### src/rtl/cascade_down_timer_pkg.sv
// cascade_down_timer_pkg: state encoding, digit width and per-digit modulus extraction.
package cascade_down_timer_pkg;
   localparam int DIGIT_W = 4;
   typedef enum logic [1:0] {IDLE = 2'd0, RUN = 2'd1, HOLD = 2'd2, DONE = 2'd3} state_t;
   function automatic logic [DIGIT_W-1:0] digit_mod(input logic [63:0] moduli, input int i);
      return moduli[i*DIGIT_W +: DIGIT_W];
   endfunction
endpackage

### src/rtl/cascade_down_timer_if.sv
// cascade_down_timer_if: control and count bus between the timer and its driver.
interface cascade_down_timer_if #(parameter int NUM_DIGITS = 4);
   logic                    CE, LOAD, START, PAUSE;
   logic [4*NUM_DIGITS-1:0] LOAD_VAL, Q;
   logic                    BUSY, PAUSED, DONE_P, EXPIRED;
   modport master(output CE, LOAD, LOAD_VAL, START, PAUSE, input Q, BUSY, PAUSED, DONE_P, EXPIRED);
   modport slave(input CE, LOAD, LOAD_VAL, START, PAUSE, output Q, BUSY, PAUSED, DONE_P, EXPIRED);
endinterface

### src/rtl/cascade_digit.sv
// cascade_digit: one modulo-MOD down-counting digit with clamped load and wrap on step.
module cascade_digit #(parameter logic [3:0] MOD = 4'd10) (
   input  logic       CLK,
   input  logic       CLR,
   input  logic       LD,
   input  logic [3:0] LD_VAL,
   input  logic       STEP,
   output logic [3:0] Q,
   output logic       ZERO
);
   always_ff @(posedge CLK or posedge CLR)
      if (CLR) Q <= '0;
      else if (LD) Q <= (LD_VAL >= MOD) ? MOD - 4'd1 : LD_VAL;
      else if (STEP) Q <= (Q == '0) ? MOD - 4'd1 : Q - 4'd1;
   assign ZERO = (Q == '0);
endmodule

### src/rtl/cascade_down_timer.sv
// cascade_down_timer: cascaded multi-digit countdown with load/reload, start/pause FSM and done pulse.
// Define CASCADE_DOWN_TIMER_AUTO_RELOAD_EN to restart from the reload value at the terminal tick.
module cascade_down_timer
   import cascade_down_timer_pkg::*;
#(
   parameter int                      NUM_DIGITS = 4,
   parameter logic [4*NUM_DIGITS-1:0] MODULI     = 16'h6A6A
) (
   input logic CLK,
   input logic CLR,
   cascade_down_timer_if.slave bus
);
   localparam int W = DIGIT_W * NUM_DIGITS;
`ifdef CASCADE_DOWN_TIMER_AUTO_RELOAD_EN
   localparam bit AUTO_RL = 1'b1;
`else
   localparam bit AUTO_RL = 1'b0;
`endif
   state_t                state;
   logic [W-1:0]          q, rld, ld_val;
   logic [NUM_DIGITS-1:0] zero, brw;
   logic                  dec, term, reload, ld, done_p;
   assign dec    = (state == RUN) && !bus.LOAD && !bus.PAUSE && bus.CE;
   assign term   = dec && (q[DIGIT_W-1:0] == 4'd1) && (&zero[NUM_DIGITS-1:1]);
   assign reload = AUTO_RL && term && (rld != '0);
   assign ld     = bus.LOAD || reload;
   assign ld_val = bus.LOAD ? bus.LOAD_VAL : rld;
   assign brw[0] = 1'b1;
   for (genvar i = 0; i < NUM_DIGITS; i++) begin : g_dig
      if (i > 0) begin : g_brw
         assign brw[i] = brw[i-1] & zero[i-1];
      end
      cascade_digit #(.MOD(digit_mod(64'(MODULI), i))) u_dig (
         .CLK    (CLK),
         .CLR    (CLR),
         .LD     (ld),
         .LD_VAL (ld_val[i*DIGIT_W +: DIGIT_W]),
         .STEP   (dec & brw[i]),
         .Q      (q[i*DIGIT_W +: DIGIT_W]),
         .ZERO   (zero[i])
      );
   end
   // Raw load value is kept; the digits clamp it again whenever it is reloaded.
   always_ff @(posedge CLK or posedge CLR)
      if (CLR) begin
         state  <= IDLE;
         rld    <= '0;
         done_p <= 1'b0;
      end else begin
         done_p <= term && !done_p;
         if (bus.LOAD) begin
            state <= IDLE;
            rld   <= bus.LOAD_VAL;
         end
         else if (state == IDLE) state <= (!bus.PAUSE && bus.START && q != '0) ? RUN : IDLE;
         else if (state == RUN) state <= bus.PAUSE ? HOLD : (term && !reload) ? DONE : RUN;
         else if (state == HOLD) state <= (!bus.PAUSE && bus.START) ? RUN : HOLD;
      end
   assign bus.Q       = q;
   assign bus.BUSY    = (state == RUN);
   assign bus.PAUSED  = (state == HOLD);
   assign bus.EXPIRED = (state == DONE);
   assign bus.DONE_P  = done_p;
endmodule

### src/flat_wrapper.sv
// flat-port wrapper written by rule: the top's interface ports become plain ports
module cascade_down_timer_flat import cascade_down_timer_pkg::*;
#(
   parameter int                      NUM_DIGITS = 4,
   parameter logic [4*NUM_DIGITS-1:0] MODULI     = 16'h6A6A
)
  (CLK, CLR, bus_CE, bus_LOAD, bus_LOAD_VAL, bus_START, bus_PAUSE, bus_Q, bus_BUSY, bus_PAUSED, bus_DONE_P, bus_EXPIRED);
  cascade_down_timer_if #(.NUM_DIGITS(NUM_DIGITS)) bus_i ();
  input logic CLK;
  input logic CLR;
  input wire logic [$bits(bus_i.CE)-1:0] bus_CE;
  input wire logic [$bits(bus_i.LOAD)-1:0] bus_LOAD;
  input wire logic [$bits(bus_i.LOAD_VAL)-1:0] bus_LOAD_VAL;
  input wire logic [$bits(bus_i.START)-1:0] bus_START;
  input wire logic [$bits(bus_i.PAUSE)-1:0] bus_PAUSE;
  output wire logic [$bits(bus_i.Q)-1:0] bus_Q;
  output wire logic [$bits(bus_i.BUSY)-1:0] bus_BUSY;
  output wire logic [$bits(bus_i.PAUSED)-1:0] bus_PAUSED;
  output wire logic [$bits(bus_i.DONE_P)-1:0] bus_DONE_P;
  output wire logic [$bits(bus_i.EXPIRED)-1:0] bus_EXPIRED;
  assign bus_i.CE = bus_CE;
  assign bus_i.LOAD = bus_LOAD;
  assign bus_i.LOAD_VAL = bus_LOAD_VAL;
  assign bus_i.START = bus_START;
  assign bus_i.PAUSE = bus_PAUSE;
  assign bus_Q = bus_i.Q;
  assign bus_BUSY = bus_i.BUSY;
  assign bus_PAUSED = bus_i.PAUSED;
  assign bus_DONE_P = bus_i.DONE_P;
  assign bus_EXPIRED = bus_i.EXPIRED;
  cascade_down_timer #(.NUM_DIGITS(NUM_DIGITS), .MODULI(MODULI)) u_core (.CLK(CLK), .CLR(CLR), .bus(bus_i));
endmodule
### config.mk
export PLATFORM = sky130hd
export DESIGN_NAME = cascade_down_timer_flat
export DESIGN_NICKNAME = d
export VERILOG_FILES = /design/src/rtl/cascade_down_timer_pkg.sv /design/src/rtl/cascade_down_timer_if.sv /design/src/rtl/cascade_digit.sv /design/src/rtl/cascade_down_timer.sv /design/src/flat_wrapper.sv
export SDC_FILE = /design/constraint.sdc
export NUM_CORES = 1
export LEC_CHECK = 0
export BUFFER_PORTS_ARGS = -buffer_cell sky130_fd_sc_hd__buf_2
export CAP_MARGIN = 15
export CELL_PAD_IN_SITES_DETAIL_PLACEMENT = 0
export CELL_PAD_IN_SITES_GLOBAL_PLACEMENT = 1
export CORE_ASPECT_RATIO = 1.75
export CORE_MARGIN = 8
export CORE_UTILIZATION = 39
export DETAILED_ROUTE_END_ITERATION = 10
export HOLD_SLACK_MARGIN = 0.1
export PLACE_DENSITY = 0.81
export SYNTH_ARGS = -nofsm -noshare
export SYNTH_HDL_FRONTEND = slang
export SYNTH_SLANG_ARGS = --single-unit
export TNS_END_PERCENT = 10
### constraint.sdc
create_clock -name CLK -period 6.4 [get_ports CLK]
set_input_delay 0 -clock CLK [delete_from_list [all_inputs] [get_ports CLK]]
set_output_delay 0 -clock CLK [all_outputs]
set_load 0.03 [all_outputs]
==> Yosys cells after proc, flatten, opt, wreduce, memory -nomap -nowiden <==
Cells that the tools add are included.
{ "word_totals": {"register_bits": 35, "in_bits": 22, "output_inout_bits": 20, "word_cells": 72} }
{ "op_classes": {"addsub": 4, "n_lt_le_gt_ge": 4, "eq_ne": 4, "mux": 25, "bitwise_logic": 5, "reduce_logical": 23} }
{ "op_table": {"columns": ["operator", "n"], "rows": [
  ["two-way mux 4 bit", 16],
  ["logical NOT 4 bit", 4],
  ["two-way mux 16 bit", 1],
  ["nonzero test 16 bit", 1],
  ["subtractor 4 x 1 -> 4 bit (second input constant)", 4],
  ["two-way mux 2 bit", 7],
  [">= comparator 4 x 3 -> 1 bit (second input constant)", 2],
  [">= comparator 4 bit (second input constant)", 2],
  ["logical AND 1 bit", 8],
  ["nonzero test 2 bit", 4],
  ["bitwise AND 1 bit", 5],
  ["== test 2 bit (second input constant)", 2],
  ["== test 4 x 1 -> 1 bit (second input constant)", 1],
  ["nonzero test 4 bit", 1],
  ["logical NOT 1 bit", 3],
  ["AND reduction 3 bit", 1],
  ["== test 2 x 1 -> 1 bit (second input constant)", 1],
  ["logical NOT 2 bit", 1],
  ["two-way mux 1 bit", 1]
]} }

==> Longest topological paths before layout <==
Gate-level depths: netlist (run 1).
{ "logic_depth": {"word_depth": 11, "depth_mapped": 7, "ltp_nobuf": 6} }

==> Modules after synthesis <==
From an unflattened synthesis (run 1), not the netlist that was laid out.
{ "hier_totals": {"cells_unflattened": 158, "hier_area_um2": 1778.0} }
{ "by_module_without_submodules": {"columns": ["mod", "n_inst", "cells_each", "area_each_um2", "seq_area_each_um2"], "rows": [
  ["cascade_down_timer", 1, 64, 844.6, 475.5],
  ["cascade_digit (u_core.g_dig[0].u_dig ...)", 2, 25, 250.2, 100.1],
  ["cascade_digit (u_core.g_dig[1].u_dig ...)", 2, 22, 216.5, 100.1]
]} }

==> Worst setup path after synthesis (run 1) <==
OpenSTA, ideal clock, no wires.
{ "synth_timing": {"path_kind": "register -> register", "startpoint": "register u_core.state[1]", "endpoint": "register u_core.g_dig[2].u_dig.Q[3]", "setup_ns": 0.069, "t_arrival_ns": 2.184, "required_ns": 6.331, "slack_ns": 4.147, "stages_incl_launch_ff": 7, "path_buffers": 0, "synth_period_minus_slack_ns": 2.253, "path_cell_list": "dfrtp_1 > inv_1 > ha_1 > or4bb_1 > or4_4 > or3_1 > nand3_1"} }
{ "synth_via": {"elab_chain_len": 6} }
{ "synth_lines": {"columns": ["element", "line_no", "source"], "rows": [
  ["start: declaration", "cascade_down_timer.sv:19", "state_t state;"],
  ["start signal: assignment", "cascade_down_timer.sv:55", "else if (state == IDLE) state <= (!bus.PAUSE && bus.START && q != '0) ? RUN : IDLE;"],
  ["start signal: assignment", "cascade_down_timer.sv:56", "else if (state == RUN) state <= bus.PAUSE ? HOLD : (term && !reload) ? DONE : RUN;"],
  ["start signal: assignment", "cascade_down_timer.sv:57", "else if (state == HOLD) state <= (!bus.PAUSE && bus.START) ? RUN : HOLD;"],
  ["== test 2 x 1 -> 1 bit", null, null],
  ["net bus_BUSY", "flat_wrapper.sv:17", "output wire logic [$bits(bus_i.BUSY)-1:0] bus_BUSY;"],
  ["logical AND 1 bit (3 in a row)", "cascade_down_timer.sv:23", "assign dec = (state == RUN) && !bus.LOAD && !bus.PAUSE && bus.CE;"],
  ["bitwise AND 1 bit", "cascade_down_timer.sv:38", ".STEP (dec & brw[i]),"],
  ["nonzero test 2 bit (no line)", null, null],
  ["end signal: assignment", "cascade_digit.sv:13", "else if (LD) Q <= (LD_VAL >= MOD) ? MOD - 4'd1 : LD_VAL;"],
  ["end signal: assignment", "cascade_digit.sv:14", "else if (STEP) Q <= (Q == '0) ? MOD - 4'd1 : Q - 4'd1;"],
  ["end: declaration", "cascade_digit.sv:8", "output logic [3:0] Q,"]
]} }
The timed path passes the listed nets, and every way through them passes these cells.
A chain may end at the register's enable or synchronous reset.

==> Worst setup path after layout (run 1) <==
{ "layout_timing": {"startpoint": "register u_core.state[1]", "endpoint": "register u_core.g_dig[3].u_dig.Q[0]"} }
{ "layout_via": {"elab_chain_len": 6} }
{ "layout_lines": {"columns": ["element", "line_no"], "rows": [
  ["== test 2 x 1 -> 1 bit", "cascade_down_timer.sv:23"],
  ["logical AND 1 bit (3 in a row)", "cascade_down_timer.sv:23"],
  ["bitwise AND 1 bit", "cascade_down_timer.sv:38"],
  ["nonzero test 2 bit (no line)", null],
  ["end signal: assignment", "cascade_digit.sv:13"],
  ["end signal: assignment", "cascade_digit.sv:14"],
  ["end: declaration", "cascade_digit.sv:8"]
]} }
No other way between the ends.

==> key figures, run 1 <==
Outcome
  • Outcome: finished, final reports clean

Power and ir drop
  • Max VDD drop: ~140 uV
  • Cell-internal power: 0.000234 W
  • Leakage power: ~0.83 nW
  • Switch share: a little under a third
  • Comb power frac: 24.0%
  • Overall power: between 0.0003 and 0.0004 W
  • Power Density: between 150 and 200 mW/mm^2
  • Sw power: 0.000107 W
  • Reg power frac: roughly 50%
  • Clock network fraction of design power: a little over a quarter

Cells and area
  • Diodes inserted: 0
  • Post-layout nets: around 230
  • Area growth, synth to finish: 36.7%
  • Layout cells sized above 1: 26.2%
  • Fillers: 347
  • Final Instance Area: between 0.0015 and 0.002 mm^2
  • Most frequent cells in the layout: 41 x buf_2, 23 x dfrtp_1, 22 x dlygate4sd3_1
  • Most common cell after layout, fill and taps aside: buf_2

Synthesis
  • Warnings from Yosys: 0
  • Yosys cell types: 43
  • Syn nets: around 170
  • Number of synthesized flops with an enable pin: 0
  • Area share of the largest cell type after synthesis: a little over two fifths
  • #FFs+latches synth: 23
  • Mean post-synth cell area: about 9.2 um^2
  • Dominant cells by area after synthesis: dfrtp_1 42%, ha_1 3.7%, nand2_1 3.6%
  • Seq/Total Area, Yosys: a little over two fifths
  • Synthesized area: ~0.0014 mm^2
  • Main flop type after synthesis: dfrtp_1
  • Post-Syn Instances: around 150
  • Leading area contributor after synthesis: dfrtp_1
  • FFs w/ async S/R, synth: 100%

Floorplan
  • Full die area: between 0.005 and 0.006 mm^2
  • Core Box Area: ~0.0034 mm^2
  • Num rows: 28
  • DIE HEIGHT: between 90 and 100 um
  • Die width: 60.6 um
  • Initial core utilization: ~40%
  • # IOs: 42

Detailed routing
  • Vias: 1355
  • Post-route DRC: 0
  • Drt via density: 5.40
  • Wire per inst: 15.0 um
  • Initial DRC Count: 39
  • Drt pass-1 iters: 4
  • Drt total wl: approximately 3800 um
  • ANT nets after route: 0

Critical path
  • Critical Path Fanout Max: 10
  • Worst flop-to-flop path startpoint: u_core.state[1]
  • R2R setup slack: between 3 and 4 ns
  • Critical Path RT: around 6.6 ns
  • Critical Path End Type: flip-flop
  • Register-to-Register Path Depth: 7
  • Worst Setup EP: u_core.g_dig[3].u_dig.Q[0]
  • Startpoint class of the critical path: flip-flop
  • RR Endpoint: u_core.g_dig[3].u_dig.Q[0]
  • Arr. time, crit path: 2.98 ns
  • Critical path class: flip-flop to flip-flop
  • Worst setup startpoint: u_core.state[1]

Placement
  • Post-DP HPWL: 2690 um
  • Placement Cell Area: about 0.0016 mm^2
  • Post-Place Worst Slack: 4.09 ns
  • Port Buffers: 41
  • Final GP Congestion: 0.762

Worst hold path
  • Worst hold path class: input port to flip-flop

Timing
  • Fin crit share: between 40% and 50%
  • Pins Over Slew Limit: 0
  • Relative slew slack: 40.3%
  • Endpoints failing setup: 0
  • RSZ-0062 raised after global routing: false
  • Min Tclk post-route: between 2 and 3 ns
  • Final count of hold timing violations: 0
  • Clock Skews: 0.00686 ns
  • Fin Setup TNS: 0 ns
  • Hold Worst Slack: about 0.098 ns
  • Worst setup margin: 3.57 ns
  • Worst Max-Slew Pin Slew: 0.894 ns
  • Achievable Freq: between 300 and 400 MHz

Flow run
  • Max_cap viols: 0

Clocking
  • CTS root buf: clkbuf_8
  • Htree depth: 1
  • Worst-case clock buffer depth: 2
  • TritonCTS clock tree: done
  • Post-CTS Setup Bufs: 0
  • CTS Hold Bufs: 22
  • Worst-Skew Late Latency: around 0.27 ns
  • Post_cts resized: 0
  • Clock-pin transition on the worst setup and hold timing paths: ~0.09 ns
  • Cts bufs inserted: 3
  • Sink Count: 23

Global route
  • Number of global-route vias before repair: 1450
  • Total Routing Usage GR: between 10 and 15%
  • Largest net degree at the start of global routing: 32
  • GR Overflow Total: 0
  • Initial antenna violation count: 0
  • First-pass GRT wire length: 6370 um
routing by layer:
metal / GRT usage, % / wire [um] / up-vias
met3: 2.88 / 216 / 7
met2: 25.4 / 2060 / 39
met4: 5.28 / 57 / 0
met1: 15.0 / 1420 / 649
li1: - / - / 660
met5: 0 / 0 / -
critical path, stage by stage (launching register included):
cell	delay (ns)
dfrtp_1	0.42
inv_1	0.09
ha_1	0.27
nand4bb_1	0.37
nor4_4	0.57
a21boi_1	0.14
o32a_1	0.30
dlygate4sd3_1	0.55
cell families after synthesis:
group                    count (synthesis)  share of synthesized area, %
AO/OA/AOI/OAI                           38                          19.2
XOR/XNOR                                 4                          2.59
adder cells (fa/ha/maj)                  4                          3.69
buffers and inverters                   16                          4.43
flip-flops                              23                          42.5
multiplexers                             2                          1.57
AND/OR/NAND/NOR                         60                          26.0
through the flow:
step / utilization, % / std cells
6_report: 55.1 / 251
2_1_floorplan: - / 147
5_1_grt: 55.1 / 251
4_1_cts: 55.1 / 251
3_3_place_gp: 47.2 / 225
3_5_place_dp: 47.2 / 225
cells in the mapped netlist (2+ instances only):
cell type	number
nor4_1	4
o32ai_1	2
dfrtp_1	23
o21a_1	2
nand2_1	13
o22ai_1	3
and3_1	2
inv_1	8
xnor2_1	4
a21oi_1	8
ha_1	4
nor3_1	6
nor2b_1	2
nand3_1	5
a21boi_1	2
nor2_1	9
or4_4	2
or2_2	4
o31a_1	2
or4_1	4
clkbuf_1	8
o21ai_0	9
power groups by stage:
| stage | clock network (W) | logic (W) | registers [W] |
|---|---|---|---|
| 3_5_place_dp | 0 | 0.0000713 | 0.000170 |
| 4_1_cts | 0.0000950 | 0.0000821 | 0.000168 |
| 6_report | 0.0000914 | 0.0000818 | 0.000168 |
| 3_3_place_gp | 0 | 0.0000701 | 0.000170 |
| 2_1_floorplan | 0 | 0.0000346 | 0.000182 |
| 5_1_grt | 0.0000997 | 0.0000898 | 0.000169 |
layout make-up:
cell class,instances,area [um^2],share of cell area [%]
clock buffers,3,41.3,2.23
clock inverters,1,5.00,0.270
inverters,8,30.0,1.62
multi-input cells,108,719,38.8
flip-flops and latches,23,576,31.1
well taps,45,56.3,3.04
repair buffers,63,425,23.0
sequential cells by signal, summed over array words and instances, names as in the netlist:
name and flops:
u_core.g_dig.u_dig.Q 16, u_core.rld 4, u_core.state 2, u_core.bus.DONE_P 1
worst min-delay path by stage:
stage / cells after the start / end / from / slack (ns)
after floorplan: 1 / u_core.bus.DONE_P / CLR / 0.002
after global placement: 2 / u_core.rld[2] / CLR / 0.22
after detailed placement: 2 / u_core.g_dig[1].u_dig.Q[1] / bus_LOAD_VAL[7] / 0.23
after CTS: 3 / u_core.rld[10] / bus_LOAD_VAL[10] / 0.10
after global routing: 3 / u_core.rld[10] / bus_LOAD_VAL[10] / 0.11
final: 3 / u_core.rld[10] / bus_LOAD_VAL[10] / 0.1
(Power assumes the default switching activity.)
==> run 2, diff against run 1 <==
CORE_UTILIZATION = 36   (was 39)
PLACE_DENSITY = 0.75   (was 0.81)
clock period = 2.7 ns   (was 6.4 ns; I/O delays follow)
==> run 2 against run 1 <==
Against the previous run: count of clock-buffer cells in the layout rose by 1; worst hold slack improved by 0.059 ns; register-to-register slack got worse by 3.4 ns; non-clock buffer count rose by 4; die area rose by 6.5%; routed wire length rose by 0.69%; cell area rose by 1.8%; power rose by 140%; combinational power rose by 140%; sequential share of layout area fell by 0.54 points; clock skew fell by 0.0042 ns; first-iteration DRC count rose by 7.7%; critical path type unchanged; critical endpoint unchanged; highest routed layer unchanged.
==> key figures, run 2 (synthesis results as in run 1) <==
Clocking
  • CTS root buf: clkbuf_8
  • Worst-case clock buffer depth: 2 (unchanged)
  • Worst-Skew Late Latency: 0.26 ns (about the same)
  • Clock-pin transition on the worst setup and hold timing paths: 0.08 ns (about the same)
  • TritonCTS clock tree: done
  • Htree depth: 1 (unchanged)
  • Cts bufs inserted: 3 (unchanged)
  • Sink Count: 23 (unchanged)

Cells and area
  • Post-layout nets: 237 (+1.7%)
  • Max reg flops: 16 (unchanged)
  • Area growth, synth to finish: 39.2%
  • Diodes inserted: 0 (unchanged)
  • Most common cell after layout, fill and taps aside: buf_2
  • Biggest register: u_core.g_dig.u_dig.Q
  • Layout cells sized above 1: 26.7% (+0.45 points)
  • Most frequent cells in the layout: 41 x buf_2, 23 x dlygate4sd3_1, 23 x dfrtp_1
  • Finished Core Util: 52.0% (-3.1 points)
  • Top Registers: u_core.g_dig.u_dig.Q x16, u_core.rld x4, u_core.state x2

Critical path
  • Critical Path End Type: flip-flop
  • Cells along the critical path: or4_4, nor4_4, buf_4, a21boi_1, o32a_1, dlygate4sd3_1
  • Critical Path Slowest Stage Cell: or4_4
  • Startpoint class of the critical path: flip-flop
  • CP peak stage delay: 0.59 ns (+0.02 ns)
  • Critical path class: flip-flop to flip-flop
  • Critical Path RT: 2.85 ns (-3.71 ns)
  • RR Endpoint: u_core.g_dig[3].u_dig.Q[0]
  • Worst path bufs/invs: 2 (unchanged)
  • Crit path depth: 6 (-1)
  • Arr. time, crit path: 2.68 ns (-0.30 ns)
  • Critical Path Fanout Max: 8 (-2)
  • Worst flop-to-flop path startpoint: u_core.g_dig[0].u_dig.Q[3]
  • Crit-path leading delay family: simple AND/OR/NAND/NOR gates
  • Register-to-Register Path Depth: 6 (-1)
  • R2R setup slack: 0.16 ns (-3.41 ns)

Global route
  • GR Overflow Total: 0 (unchanged)
  • First-pass GRT wire length: 6360 um (-0.11%)
  • Initial antenna violation count: 0 (unchanged)
  • Largest net degree at the start of global routing: 32 (unchanged)
  • Number of global-route vias before repair: 1390 (-4.1%)
  • Total Routing Usage GR: 12.4% (-1.7 points)

Placement
  • Port Buffers: 41 (unchanged)
  • Post-DP HPWL: 2670 um (-0.58%)
  • Final GP Congestion: 0.706 (-7.3%)

Timing
  • Pins Over Slew Limit: 0 (unchanged)
  • Worst Max-Slew Pin Slew: 0.901 ns (+0.00660 ns)
  • Endpoints failing setup: 0 (unchanged)
  • Clock Skews: 0.00269 ns (-0.00417 ns)
  • Achievable Freq: 394 MHz (+11%)
  • RSZ-0062 raised after global routing: false
  • Relative slew slack: 39.9% (-0.44 points)
  • Fin Setup TNS: 0 ns (unchanged)
  • Min Tclk post-route: 2.54 ns (-0.289 ns)
  • Final count of hold timing violations: 0 (unchanged)
  • Fin crit share: 93.9% (+50 points)

Floorplan
  • Die width: 62.4 um (+3.0%)
  • # IOs: 42 (unchanged)
  • DIE HEIGHT: 97.2 um (+3.4%)
  • Initial core utilization: 37.3% (-2.9 points)
  • Num rows: 29 (+3.6%)
  • Full die area: 0.00606 mm^2 (+6.5%)
  • Core Box Area: 0.00363 mm^2 (+7.9%)

Detailed routing
  • Vias: 1355 (unchanged)
  • Post-route DRC: 0 (unchanged)
  • Drt via density: 5.29 (-2.0%)
  • Wire per inst: 14.8 um (-1.3%)
  • ANT nets after route: 0 (unchanged)
  • Drt total wl: 3780 um (+0.69%)
  • Drt pass-1 iters: 4 (unchanged)
  • Initial DRC Count: 42 (+7.7%)

Power and ir drop
  • Max VDD drop: 301 uV (+120%)
  • Power Density: 425 mW/mm^2 (+130%)
  • Leakage power: 0.849 nW (+2.0%)

Worst hold path
  • Hold depth: 5 (+2)
  • Min-delay src: bus_START
  • Hold path endpoint: u_core.state[1]
  • Worst hold path class: input port to flip-flop

Flow run
  • Max_cap viols: 0 (unchanged)

Outcome
  • Outcome: finished, final reports clean
run 2: layer usage:
metal / share of wire [%] / up-vias / GRT usage (%)
li1: - / 668 / -
met1: 40 / 635 / 12.7
met2: 53 / 46 / 23.4
met3: 5.7 / 6 / 2.54
met4: 1.5 / 0 / 4.77
met5: 0 / - / 0
run 2: power by group:
group	total [W]	switching (W)	internal [W]
registers	0.000397	0.0000289	0.000368
clock network	0.000211	0.000106	0.000105
logic	0.000195	0.000110	0.0000843
run 2: stage by stage:
stage	cells	power, W	hold slack (ns)	cell area [um^2]	setup slack (ns)
2_1_floorplan	147	0.000513	0.00192	1360	0.447
3_3_place_gp	227	0.000570	0.229	1600	0.582
3_5_place_dp	227	0.000573	0.234	1600	0.543
4_1_cts	254	0.000810	0.162	1870	0.0320
5_1_grt	256	0.000848	0.212	1890	0.0644
6_report	256	0.000802	0.157	1890	0.164
run 2: timing repair:
item                                    CTS  global route
endpoints found under the hold margin    42             0
endpoints found under the setup margin    0             2
gates resized for setup                   0             0
buffers inserted                          0             2
hold buffers                             23             0
run 2: cell type report:
cell class              count  area (um^2)
flip-flops and latches     23          576
well taps                  46         57.6
inverters                   8         30.0
fillers                   366         1740
multi-input cells         108          719
repair buffers             67          458
clock buffers               4         45.0
run 2: how the worst max path moves through the flow:
stage	startpoint	to
final	u_core.g_dig[0].u_dig.Q[3]	u_core.g_dig[3].u_dig.Q[0]
after global routing	u_core.state[1]	u_core.g_dig[1].u_dig.Q[1]
after CTS	u_core.g_dig[0].u_dig.Q[3]	u_core.g_dig[3].u_dig.Q[0]
after detailed placement	u_core.state[1]	u_core.g_dig[2].u_dig.Q[3]
after global placement	u_core.state[1]	u_core.g_dig[2].u_dig.Q[3]
after floorplan	u_core.state[1]	u_core.g_dig[2].u_dig.Q[3]
run 2: worst reg2reg max path, cell delays in order, from the launching register on:
cell	delay (ns)
dfrtp_1	0.45
or4_4	0.59
nor4_4	0.26
buf_4	0.19
a21boi_1	0.08
o32a_1	0.30
dlygate4sd3_1	0.55
==> run 3, diff against run 2 <==
CORE_MARGIN = 5   (was 8)
==> run 3 against run 2 <==
Against the previous run: routed wire length down 4.3%; clock power hardly changed; critical path depth unchanged; non-clock buffer count up 1; combinational power about the same; flip-flop and latch count is the same; largest cell class unchanged.
==> key figures, run 3 (synthesis results as in run 1) <==
Timing
  • Fin Setup TNS: 0 ns (unchanged)
  • Final count of hold timing violations: 0 (unchanged)
  • Endpoints failing setup: 0 (unchanged)
  • Relative slew slack: 39.8% (-0.095 points)
  • Fin crit share: 91.4% (-2.6 points)
  • Clock Skews: 0.00308 ns (+0.000392 ns)
  • Worst Max-Slew Pin Slew: 0.902 ns (+0.00142 ns)
  • Hold Worst Slack: 0.113 ns (-0.0440 ns)
  • Pins Over Slew Limit: 0 (unchanged)
  • Achievable Freq: 405 MHz (+2.8%)
  • Min Tclk post-route: 2.47 ns (-0.0694 ns)
  • RSZ-0062 raised after global routing: false

Power and ir drop
  • Overall power: 0.000802 W (about the same)
  • Max VDD drop: 311 uV (+3.3%)
  • Power Density: 423 mW/mm^2 (-0.59%)
  • Leakage power: 0.858 nW (+1.0%)

Global route
  • Initial antenna violation count: 0 (unchanged)
  • First-pass GRT wire length: 6200 um (-2.6%)
  • Number of global-route vias before repair: 1348 (-3.0%)
  • GR Overflow Total: 0 (unchanged)
  • Largest net degree at the start of global routing: 32 (unchanged)
  • Total Routing Usage GR: 14.7% (+2.4 points)

Floorplan
  • Num rows: 29 (unchanged)
  • # IOs: 42 (unchanged)
  • DIE HEIGHT: 91.2 um (-6.2%)
  • Full die area: 0.00514 mm^2 (-15%)
  • Core Box Area: 0.00363 mm^2 (unchanged)
  • Die width: 56.4 um (-9.6%)
  • Initial core utilization: 37.3% (unchanged)

Cells and area
  • Final Instance Area: 0.00190 mm^2 (+0.53%)
  • Most common cell after layout, fill and taps aside: buf_2
  • Area of the multi-input gates: 724 um^2 (+0.70%)
  • Reg area: 576 um^2 (unchanged)
  • Biggest register: u_core.g_dig.u_dig.Q
  • Top Registers: u_core.g_dig.u_dig.Q x16, u_core.rld x4, u_core.state x2
  • Diodes inserted: 0 (unchanged)
  • Post-layout nets: 238 (+0.42%)
  • Area growth, synth to finish: 39.9%
  • Max reg flops: 16 (unchanged)
  • Fillers: 361 (-1.4%)
  • Most frequent cells in the layout: 41 x buf_2, 23 x dfrtp_1, 22 x dlygate4sd3_1
  • Layout cells sized above 1: 28.0% (+1.3 points)

Detailed routing
  • ANT nets after route: 0 (unchanged)
  • Vias: 1351 (-0.30%)
  • Metal3 WL: 166 um (-23%)
  • Drt via density: 5.26 (-0.68%)
  • Post-route DRC: 0 (unchanged)
  • Drt total wl: 3620 um (-4.3%)
  • DRT met1 WL: 1440 um (-4.0%)
  • Initial DRC Count: 43 (+2.4%)
  • Met2 wire len: 1970 um (-1.8%)
  • Drt pass-1 iters: 6 (+2)
  • Top Layer Used: met4
  • Wire per inst: 14.1 um (-4.7%)

Placement
  • Post-DP HPWL: 2580 um (-3.4%)
  • Final GP Congestion: 0.730 (+3.3%)
  • Port Buffers: 41 (unchanged)
  • Placement Cell Area: 0.00160 mm^2 (unchanged)

Clocking
  • Sink Count: 23 (unchanged)
  • Cts bufs inserted: 3 (unchanged)
  • Worst-case clock buffer depth: 2 (unchanged)
  • Worst-Skew Late Latency: 0.26 ns (about the same)
  • TritonCTS clock tree: done
  • Htree depth: 1 (unchanged)
  • CTS root buf: clkbuf_8
  • Clock-pin transition on the worst setup and hold timing paths: 0.08 ns (about the same)

Critical path
  • Arr. time, crit path: 2.67 ns (about the same)
  • Critical path class: flip-flop to flip-flop
  • Critical Path Fanout Max: 7 (-1)
  • Critical Path End Type: flip-flop
  • Critical Path RT: 2.91 ns (+0.06 ns)
  • Startpoint class of the critical path: flip-flop

Outcome
  • Outcome: finished, final reports clean

Worst hold path
  • Worst hold path class: input port to flip-flop

Flow run
  • Max_cap viols: 0 (unchanged)
[run 3: cell types whose count changed in the layout (fill, tap and decap cells not counted)]
cell | previous run | this run
nor3_2 | 0 | 1
nor3_1 | 6 | 5
buf_4 | 3 | 5
dlygate4sd3_1 | 23 | 22
[run 3: final timing paths]
path                       slack (ns)                  startpoint                         end  cells past startpoint
max in group asynchronous        1.68                         CLR             u_core.state[0]                      3
min                              0.11            bus_LOAD_VAL[10]              u_core.rld[10]                      3
min in group asynchronous        0.47                         CLR               u_core.rld[2]                      3
min reg2reg                      0.53               u_core.rld[9]               u_core.rld[9]                      1
max reg2reg                      0.23  u_core.g_dig[0].u_dig.Q[3]  u_core.g_dig[3].u_dig.Q[1]                      6
max                              0.23  u_core.g_dig[0].u_dig.Q[3]  u_core.g_dig[3].u_dig.Q[1]                      6
[run 3: area by class of cell]
type | count | share of cell area, %
multi-input combinational | 108 | 38.2
sequential | 23 | 30.4
clock buffer | 4 | 2.38
timing repair buffer | 68 | 24.4
tap | 46 | 3.04
inverter | 8 | 1.58
[run 3: worst max-delay path: stages (launching register included)]
cell and delay, ns:
dfrtp_1 0.45, or4_4 0.59, nor4_4 0.26, buf_4 0.19, a21oi_1 0.08, o32ai_1 0.28, dlygate4sd3_1 0.57
[run 3: repair_timing]
action,4_1_cts,5_1_grt
gates resized for setup,0,1
endpoints found under the hold margin,41,0
buffers inserted,0,4
hold buffers,22,0
setup endpoints to repair,0,2
[run 3: routing by layer]
layer | global-route usage [%] | vias up
met5 | 0 | -
met4 | 4.16 | 0
met3 | 2.27 | 4
met2 | 27.3 | 34
met1 | 17.1 | 643
li1 | - | 670
[run 3: report_power, final]
part,total (W),internal (W),leakage (nW),switching (W)
registers,0.000397,0.000368,0.282,0.0000289
clock network,0.000213,0.000105,0.0228,0.000108
logic,0.000192,0.0000830,0.553,0.000109
[run 3: through the flow]
step           cells  utilization [%]  worst slack (ns)
3_3_place_gp     227             44.0             0.584
2_1_floorplan    147                -             0.447
6_report         257             52.2             0.233
3_5_place_dp     227             44.0             0.564
4_1_cts          253             51.3            0.0470
5_1_grt          257             52.2             0.136
